[src/rtl/adc_deser_pkg.sv]
// Shared types and helpers for the ADC deserializer frame-alignment block.
package adc_deser_pkg;

    typedef enum logic [2:0] {
        StIdle,
        StWait,
        StCheck,
        StSlip,
        StLocked,
        StError
    } state_e;

    localparam int unsigned MAX_RES = 16;

    // Width of a counter that must hold values 0..max_val.
    function automatic int unsigned cnt_width(input int unsigned max_val);
        return (max_val < 2) ? 1 : $clog2(max_val + 1);
    endfunction

    // Reverses the low `width` bits of `word`. Bits above `width` return as zero.
    function automatic logic [MAX_RES-1:0] bit_reverse(input logic [MAX_RES-1:0] word,
                                                       input int unsigned width);
        logic [MAX_RES-1:0] r;
        r = '0;
        for (int unsigned i = 0; i < MAX_RES; i++) begin
            if (i < width) begin
                r[i] = word[width-1-i];
            end
        end
        return r;
    endfunction

endpackage

[src/rtl/adc_deser_word_reg.sv]
// One deserializer lane: registers the raw word, optionally bit-reversed so the
// first serial bit lands on the MSB.
module adc_deser_word_reg
    import adc_deser_pkg::*;
#(
    parameter int unsigned RES       = 12,
    parameter bit          MSB_FIRST = 1'b1
) (
    input  logic           clk,
    input  logic           rst_n,
    input  logic [RES-1:0] d,
    output logic [RES-1:0] q
);

    logic [RES-1:0] ordered;

    always_comb begin
        ordered = d;
        if (MSB_FIRST) begin
            ordered = RES'(bit_reverse(MAX_RES'(d), RES));
        end
    end

    always_ff @(posedge clk or negedge rst_n) begin
        if (!rst_n) begin
            q <= '0;
        end else begin
            q <= ordered;
        end
    end

endmodule

[src/rtl/adc_deser_frame_align.sv]
// CLKDIV-domain BITSLIP alignment controller and sample assembler for a
// frame lane plus N_CH data lanes of ISERDES deserializers.
module adc_deser_frame_align
    import adc_deser_pkg::*;
#(
    parameter int unsigned    N_CH          = 8,
    parameter int unsigned    RES           = 12,
    parameter logic [RES-1:0] FRAME_PATTERN = 12'hFC0,
    parameter int unsigned    SLIP_WAIT     = 3,
    parameter int unsigned    MATCH_CNT     = 8,
    parameter int unsigned    LOSS_CNT      = 4,
    parameter bit             MSB_FIRST     = 1'b1
) (
    input  logic                      clk,
    input  logic                      rst_n,
    input  logic                      align_start,
    input  logic [RES-1:0]            frame_q,
    input  logic [N_CH*RES-1:0]       data_q,
    output logic                      bitslip,
    output logic [N_CH*RES-1:0]       data_out,
    output logic                      data_valid,
    output logic                      locked,
    output logic                      align_err,
    output logic [$clog2(RES+1)-1:0]  slip_count
);

    localparam int unsigned WAIT_W  = cnt_width(SLIP_WAIT);
    localparam int unsigned MATCH_W = cnt_width(MATCH_CNT);
    localparam int unsigned LOSS_W  = cnt_width(LOSS_CNT);
    localparam int unsigned SLIP_W  = $clog2(RES + 1);

    localparam logic [WAIT_W-1:0]  WAIT_LAST  = WAIT_W'(SLIP_WAIT - 1);
    localparam logic [MATCH_W-1:0] MATCH_LAST = MATCH_W'(MATCH_CNT - 1);
    localparam logic [MATCH_W-1:0] MATCH_FULL = MATCH_W'(MATCH_CNT);
    localparam logic [LOSS_W-1:0]  LOSS_LAST  = LOSS_W'(LOSS_CNT - 1);
    localparam logic [SLIP_W-1:0]  SLIP_LAST  = SLIP_W'(RES - 1);
    localparam logic [SLIP_W-1:0]  SLIP_FULL  = SLIP_W'(RES);

    logic [RES-1:0]      frame_ord;
    logic [N_CH*RES-1:0] data_ord;
    logic [N_CH*RES-1:0] data_out_q;
    logic                data_valid_q;
    logic                frame_match;

    state_e              state_q, state_d;
    logic [WAIT_W-1:0]   wait_q, wait_d;
    logic [MATCH_W-1:0]  match_q, match_d;
    logic [LOSS_W-1:0]   loss_q, loss_d;
    logic [SLIP_W-1:0]   slip_q, slip_d;
    logic                err_q, err_d;

    adc_deser_word_reg #(
        .RES       (RES),
        .MSB_FIRST (MSB_FIRST)
    ) u_frame_reg (
        .clk   (clk),
        .rst_n (rst_n),
        .d     (frame_q),
        .q     (frame_ord)
    );

    for (genvar k = 0; k < N_CH; k++) begin : g_lane
        adc_deser_word_reg #(
            .RES       (RES),
            .MSB_FIRST (MSB_FIRST)
        ) u_lane_reg (
            .clk   (clk),
            .rst_n (rst_n),
            .d     (data_q[k*RES +: RES]),
            .q     (data_ord[k*RES +: RES])
        );
    end

    assign frame_match = (frame_ord == FRAME_PATTERN);

    always_comb begin
        state_d = state_q;
        wait_d  = wait_q;
        match_d = match_q;
        loss_d  = loss_q;
        slip_d  = slip_q;
        err_d   = err_q;

        // A start request overrides every state, including the slip cycle.
        if (align_start) begin
            state_d = StWait;
            wait_d  = '0;
            match_d = '0;
            loss_d  = '0;
            slip_d  = '0;
            err_d   = 1'b0;
        end else begin
            case (state_q)
                StIdle: ;
                StWait: begin
                    if (wait_q >= WAIT_LAST) begin
                        state_d = StCheck;
                        wait_d  = '0;
                    end else begin
                        wait_d = wait_q + WAIT_W'(1);
                    end
                end
                StCheck: begin
                    if (frame_match) begin
                        if (match_q >= MATCH_LAST) begin
                            state_d = StLocked;
                            match_d = MATCH_FULL;
                            loss_d  = '0;
                        end else begin
                            match_d = match_q + MATCH_W'(1);
                        end
                    end else begin
                        match_d = '0;
                        if (slip_q < SLIP_LAST) begin
                            state_d = StSlip;
                        end else begin
                            state_d = StError;
                            err_d   = 1'b1;
                        end
                    end
                end
                StSlip: begin
                    state_d = StWait;
                    wait_d  = '0;
                    if (slip_q < SLIP_FULL) begin
                        slip_d = slip_q + SLIP_W'(1);
                    end
                end
                StLocked: begin
                    if (frame_match) begin
                        loss_d = '0;
                    end else if (loss_q >= LOSS_LAST) begin
                        // Lost lock: re-sweep from the current slip position.
                        state_d = StWait;
                        wait_d  = '0;
                        match_d = '0;
                        loss_d  = '0;
                        slip_d  = '0;
                    end else begin
                        loss_d = loss_q + LOSS_W'(1);
                    end
                end
                StError: begin
                    err_d = 1'b1;
                end
                default: begin
                    state_d = StIdle;
                end
            endcase
        end
    end

    always_ff @(posedge clk or negedge rst_n) begin
        if (!rst_n) begin
            state_q      <= StIdle;
            wait_q       <= '0;
            match_q      <= '0;
            loss_q       <= '0;
            slip_q       <= '0;
            err_q        <= 1'b0;
            data_out_q   <= '0;
            data_valid_q <= 1'b0;
        end else begin
            state_q      <= state_d;
            wait_q       <= wait_d;
            match_q      <= match_d;
            loss_q       <= loss_d;
            slip_q       <= slip_d;
            err_q        <= err_d;
            data_out_q   <= data_ord;
            data_valid_q <= (state_q == StLocked);
        end
    end

    assign bitslip    = (state_q == StSlip) && !align_start;
    assign locked     = (state_q == StLocked);
    assign align_err  = err_q;
    assign slip_count = slip_q;
    assign data_out   = data_out_q;
    assign data_valid = data_valid_q;

endmodule

[config.mk]
export PLATFORM = sky130hd
export DESIGN_NAME = adc_deser_frame_align
export DESIGN_NICKNAME = d
export VERILOG_FILES = /design/src/rtl/adc_deser_pkg.sv /design/src/rtl/adc_deser_word_reg.sv /design/src/rtl/adc_deser_frame_align.sv
export SDC_FILE = /design/constraint.sdc
export NUM_CORES = 1
export LEC_CHECK = 0
export CAP_MARGIN = 5
export CELL_PAD_IN_SITES_DETAIL_PLACEMENT = 0
export CELL_PAD_IN_SITES_GLOBAL_PLACEMENT = 1
export CORE_ASPECT_RATIO = 1.2
export CORE_MARGIN = 3
export CORE_UTILIZATION = 35
export DETAILED_ROUTE_END_ITERATION = 12
export GPL_TIMING_DRIVEN = 0
export MAX_ROUTING_LAYER = met4
export PLACE_DENSITY_LB_ADDON = 0.1
export SYNTH_ARGS = -nofsm -noshare
export SYNTH_HDL_FRONTEND = slang
export SYNTH_HIERARCHICAL = 1
export SYNTH_SLANG_ARGS = --single-unit
[constraint.sdc]
create_clock -name clk -period 2.1 [get_ports clk]
set_clock_uncertainty 0.05 [all_clocks]
set_input_delay 0.315 -clock clk [delete_from_list [all_inputs] [get_ports clk]]
set_output_delay 0.315 -clock clk [all_outputs]
set_load 0.03 [all_outputs]
== Word level (Yosys, flattened, before mapping) ==
Cells that the tools add are included.
W data, S select, Z words.

* Register bits: 222
* Input port bits: 111
* Output and inout port bits: 104
* Word-level logic and storage cells: 88

* Add/sub/neg operators: 4
* Magnitude comparators: 5
* Eq/ne operators: 16
* Mux-type cells: 32
* Reductions and logical operators: 14

{| class="wikitable"
|+ Operators with widths
! operator !! number
|-
| $mux W3 || 12
|-
| $mux W4 || 7
|-
| $ne A3 B3 Y1 const B || 7
|-
| $pmux W4 S2 || 2
|-
| $pmux W3 S5 || 1
|-
| $eq A12 B12 Y1 const B || 1
|-
| $reduce_and A3 Y1 || 4
|-
| $reduce_bool A3 Y1 || 3
|-
| $add A4 B1 Y4 const B || 2
|-
| $lt A4 B4 Y1 const B || 2
|-
| $mux W2 || 4
|-
| $eq A3 B2 Y1 const B || 2
|-
| $eq A3 B3 Y1 const B || 2
|-
| $pmux W2 S3 || 1
|-
| $pmux W3 S2 || 1
|-
| $reduce_and A5 Y1 || 1
|-
| $ge A4 B3 Y1 const B || 1
|-
| $ne A4 B4 Y1 const B || 1
|-
| $reduce_and A4 Y1 || 1
|-
| $reduce_bool A4 Y1 || 1
|-
| $add A3 B1 Y3 const B || 1
|-
| $eq A3 B1 Y1 const B || 1
|-
| $ge A3 B2 Y1 const B || 1
|-
| $logic_not A3 Y1 || 1
|-
| 9 further kinds || 11
|}

== Longest topological paths before layout ==
* Depth after elaboration: 5
* Mapped depth: 7
* Depth with buffers taken out: 7

== Modules after synthesis ==
Netlist, hierarchy kept.

{| class="wikitable"
|+ Modules (own cells, without submodules)
! module !! times used !! cells an instance !! area an instance (um^2) !! seq. area each (um^2)
|-
| adc_deser_frame_align || 1 || 206 || 3455.8 || 2852.7
|-
| adc_deser_word_reg || 9 || 12 || 300.3 || 300.3
|}

== Worst setup path after synthesis ==
OpenSTA, ideal clock, no wires.

* Path type: register to register
* From: register state_q[1]
* To: register match_q[0]
* Setup time: 0.125 ns
* Arrival time: 1.874 ns
* Data required time: 1.925 ns
* Path slack: 0.051 ns
* Cell stages (with the launch flop): 7
* Path buffers: 1
* Period minus slack after synthesis: 2.049 ns
* Path through: dfrtp_1 -> buf_6 -> nor3b_2 -> nand2b_1 -> o21ai_2 -> nor4_1 -> mux2_2

* Cells in the longest elaborated chain, start to end: 3
* Elaborated cells between the ends (all ways): 8
* Those cells by class: eq/ne (4); mux (2); reduce/logical (2)

{| class="wikitable"
|+ Ends and longest elaborated chain
! item !! RTL line !! source
|-
| from (decl) || adc_deser_frame_align.sv:45 || <nowiki>state_e state_q, state_d;</nowiki>
|-
| from (signal assigned) || adc_deser_frame_align.sv:155 || <nowiki>state_q <= StIdle;</nowiki>
|-
| from (signal assigned) || adc_deser_frame_align.sv:164 || <nowiki>state_q <= state_d;</nowiki>
|-
| $eq A3 B3 Y1 (*) || -- ||
|-
| named net locked || adc_deser_frame_align.sv:22 || <nowiki>output logic locked,</nowiki>
|-
| $ne A3 B2 Y1 (no line), or another cell as far along || -- ||
|-
| $reduce_and A3 Y1 (no line) / $mux W4 (equally long branches) || -- ||
|-
| to (signal assigned) || adc_deser_frame_align.sv:166 || <nowiki>match_q <= match_d;</nowiki>
|-
| to (decl) || adc_deser_frame_align.sv:47 || <nowiki>logic [MATCH_W-1:0] match_q, match_d;</nowiki>
|}

The timed path passes the listed nets; every way through them passes the cells marked *.
A chain may end at the register's enable or synchronous reset.

== Worst setup path in the final report ==
* From: register slip_q[0] (netlist: slip_count[0])
* To: output port slip_count[0]

{| class="wikitable"
|+ RTL lines
! item !! RTL line !! source
|-
| from (decl) || adc_deser_frame_align.sv:49 || <nowiki>logic [SLIP_W-1:0] slip_q, slip_d;</nowiki>
|-
| from (signal assigned) || adc_deser_frame_align.sv:168 || <nowiki>slip_q <= slip_d;</nowiki>
|-
| to (decl) || adc_deser_frame_align.sv:24 || <nowiki>output logic [$clog2(RES+1)-1:0] slip_count</nowiki>
|}

No word-level cell between the ends.

==> impl_summary.txt <==
----------------------------------------------------
[Power]
  Internal cell power ... roughly 7.5 mW
  Switching share of power ... a little under a quarter
  Pwr per Cell Area ... approximately 1000 nW/um2
  Proportion of power drawn by the clock network ... 40.5%
  Worst supply voltage drop on vdd ... 0.6961 mV
  Fraction of power consumed by sequential logic ... 47.7%
  Part of the power in combinational logic ... a little under an eighth
  Reported net switching power ... 2.258 mW
  Static Leakage ... 4.082 nW

[STA]
  Tcrit/Tclk final ... 95.45%
  Total count of max-transition violations in the final report ... 0
  Unrepaired setup endpoints after global routing ... true
  Maximum achievable frequency ... 0.4989 GHz
  Endpoints failing hold ... 0
  Setup-failing EPs final ... 0
  Time the worst path needs with I/O delays and setup ... 2004 ps
  Actual slew at the worst max-slew pin ... 779.0 ps
  Relative max-transition margin ... 48.07%
  Total negative slack ... 0 ps

[Layout]
  Ratio of cells with drive above 1 in the final layout ... approximately 10%
  Layout area overhead ... 52.34%
  Non-filler cells, final ... 787
  Post-layout net count ... 671
  Ant. Diodes ... 0
  Fillcell total ... 1382

[Routing]
  Remaining antenna violation count ... 0
  Drc violations ... 0
  Initial drt markers ... 100
  Total iterations of the first detailed-routing run ... 4
  Wire length per cell after detailed routing ... ~16 um
  Via/cell ratio ... between 4 and 5
  Vias ... ~3.4k
  Total Wirelength ... around 13000 um

[Logic synthesis]
  Count of flip-flops with a built-in enable after synthesis ... 0
  Synthesis Warnings ... 6
  Area share of and/or/nand/nor cells after synthesis ... under 10%
  Share of cell area taken by muxes after synthesis ... less than 1%
  Dominant combinational cell family by area after synthesis ... simple AND/OR/NAND/NOR gates
  Post-synthesis net count ... roughly 430
  Number of register bits inferred by synthesis ... about 220
  Cell type contributing the most total cell area after synthesis ... sky130_fd_sc_hd__dfrtp_1
  Post-Syn Area ... 6158 um2
  Avg Cell Area, Syn ... 19.61 um2
  Xor and xnor fraction of the mapped netlist area ... less than 1%
  Commonest cells post-synth ... sky130_fd_sc_hd__dfrtp_1 (222), sky130_fd_sc_hd__nor2_1 (12), sky130_fd_sc_hd__o21ai_0 (10)
  Proportion of synthesized chip area in sequential cells ... 90.21%
  Post-Syn Instances ... 314
  Most common cell in the synthesized netlist ... sky130_fd_sc_hd__dfrtp_1
  Complex-gate fraction of the synthesized area ... 3.698%
  Post-synth top area share ... 90.21%
  Async set-or-reset flop fraction in the synthesized netlist ... 100.0%
  Most used DFF post-synth ... sky130_fd_sc_hd__dfrtp_1
  Post-Synth Adder-Cell Area ... 0.8127%
  Netlist cell types ... 46
  Dominant cells by area after synthesis ... sky130_fd_sc_hd__dfrtp_1 (90%), sky130_fd_sc_hd__ha_1 (0.81%), sky130_fd_sc_hd__o21ai_0 (0.81%), sky130_fd_sc_hd__nor2_1 (0.73%), sky130_fd_sc_hd__nand2_1 (0.55%)

[Setup path]
  Largest fanout of any net on the critical path ... 5
  Type of the worst setup path ... reg -> out
  Critical Path RT ... 1740 ps
  Reg-to-reg slack, setup ... 120 ps
  Total buffers and inverters traversed by the critical path ... 1
  Cell at the slowest stage of the critical path ... sky130_fd_sc_hd__clkdlybuf4s50_1
  Worst endpoint data arrival time ... ~1600 ps
  Levels on crit path ... 1
  Cell-by-cell trace of the critical path ... clkdlybuf4s50_1
  Kind of cell adding the most delay to the critical path ... buffers and inverters
  Worst Reg-to-Reg Cells ... 7
  Endpoint kind of the worst setup timing path ... output port
  Peak per-stage delay on the critical path ... 740 ps
  Element type at the critical path start ... flop

[Global route]
  Via count of the first global-routing pass ... 3789
  First-pass GRT wire length ... 19900 um
  Final global-route overflow total ... 0
  Initial antenna violation count ... 0
  Maximum number of pins on one net before global-route repair ... 119
  GRT Total Usage ... 13.63%

[Clock network]
  Root Driver ... sky130_fd_sc_hd__clkbuf_16
  Number of buffers between clock root and the deepest sink ... 3
  Clock edge transition at the registers on the reported setup and hold paths ... 60 ps
  Maximum level of the CTS H-tree ... 1
  Clock tree from TritonCTS ... yes
  Clock Sink Count ... 222
  Clock Latency Late Sink ... 490 ps
  Cts bufs inserted ... 23

[Placement]
  Final HPWL from detailed placement ... 8826 um
  Global placer's final weighted congestion ... 0.7588
  Cells after DPL ... 744
  Total of buffers placed on input and output ports ... 213

[Floorplan]
  I/O pins ... 215
  Chip Height ... between 150 and 200 um
  Standard-cell row count ... 52
  Die outline area ... 19230 um2
  Die Width ... 127.1 um
  Initial cell density of the core ... 36.13%
  Area inside the core boundary ... ~17000 um2

[Run status]
  Outcome ... finished clean

[Worst hold path]
  Worst hold stages ... 2
  Type of the most critical hold path ... in -> reg

[Job]
  Max-cap check violation count ... 0

----------------------------------------------------
==> per-stage QoR <==
step                      setup WS, ps  total power [mW]  cell area [um2]  utilization [%]  hold slack [ps]
after CTS                       -15.58             9.952             9379            55.02            114.0
after global placement           -8144             5.852             8561            50.22            281.1
final                            95.54             9.769             9382            55.04            145.1
after detailed placement        -69.02             5.873             8593            50.41            284.7
after global routing            -3.772             10.23             9382            55.04            161.1
after floorplan                  50.94             5.236             6158                -           -30.59
==> layer usage <==
metal  part of all wire (%)  global-route usage (%)  vias up
met1                     34                   14.53     1706
li1                       -                       -     1534
met5                      0                       -        -
met2                     52                   22.19      132
met3                     12                   6.772       23
met4                    2.2                   4.667        0
==> worst paths after layout <==
kind	start	endpoint
setup / recovery	slip_count[0]$_DFFE_PN0P_	slip_count[0]
hold reg to reg	g_lane[5].u_lane_reg/q[9]$_DFF_PN0_	data_out[69]$_DFF_PN0_
hold / removal	align_start	align_err$_DFFE_PN0P_
setup reg to reg	loss_q[0]$_DFFE_PN0P_	state_q[0]$_DFFE_PN0P_
min in group asynchronous	rst_n	g_lane[3].u_lane_reg/q[0]$_DFF_PN0_
max in group asynchronous	rst_n	g_lane[3].u_lane_reg/q[1]$_DFF_PN0_
==> cells by family after synthesis <==
kind of cell             after synthesis
flip-flops                           222
AND/OR/NAND/NOR                       46
AO/OA/AOI/OAI                         34
buffers and inverters                  5
adder cells (fa/ha/maj)                4
multiplexers                           2
XOR/XNOR                               1
==> cell usage in the layout (no fill, tap or decap), drive strengths merged, types with 3 or more instances in the layout <==
cell,n
clkdlybuf4s50,210
clkbuf,36
dfrtp,222
ha,4
clkinv,5
nor2,12
buf,5
nand2,9
nor4,3
o21ai,12
a21oi,6
==> repair_timing <==
item	CTS	global route
endpoints found under the setup margin	4	6
hold buffers	1	0
hold endpoints to repair	104	0
resized for setup	10	4
gates cloned	0	0
pin swaps	2	0
setup buffers	2	0
==> power by group through the flow <==
stage,clock [mW],combinational (mW),sequential (mW)
finish,3.96,1.15,4.66
global placement,0,1.12,4.73
global route,4.29,1.25,4.69
floorplan,0,0.297,4.94
CTS,4.12,1.17,4.67
detailed placement,0,1.14,4.73
==> registers in the layout (all words and copies together), names as in the netlist <==
register and flops:
g_lane.u_lane_reg/q 96, u_frame_reg/q 12, state_q 3, data_valid 1, slip_count 4, align_err 1, match_q 4, wait_q 2
data_out 96, loss_q 3
==> layout make-up <==
class                           count  area (um2)  share of cell area, %
Sequential cell                   222        5558                  59.24
Timing Repair Buffer              217        2188                  23.33
Clock buffer                       33       663.1                  7.069
Multi-Input combinational cell     87       590.6                  6.295
Tap cell                          216       270.3                  2.881
Clock inverter                      7       85.08                 0.9069
Buffer                              3       18.77                 0.2001
Inverter                            2       7.507                0.08002
Power figures use the tool's default switching activity.
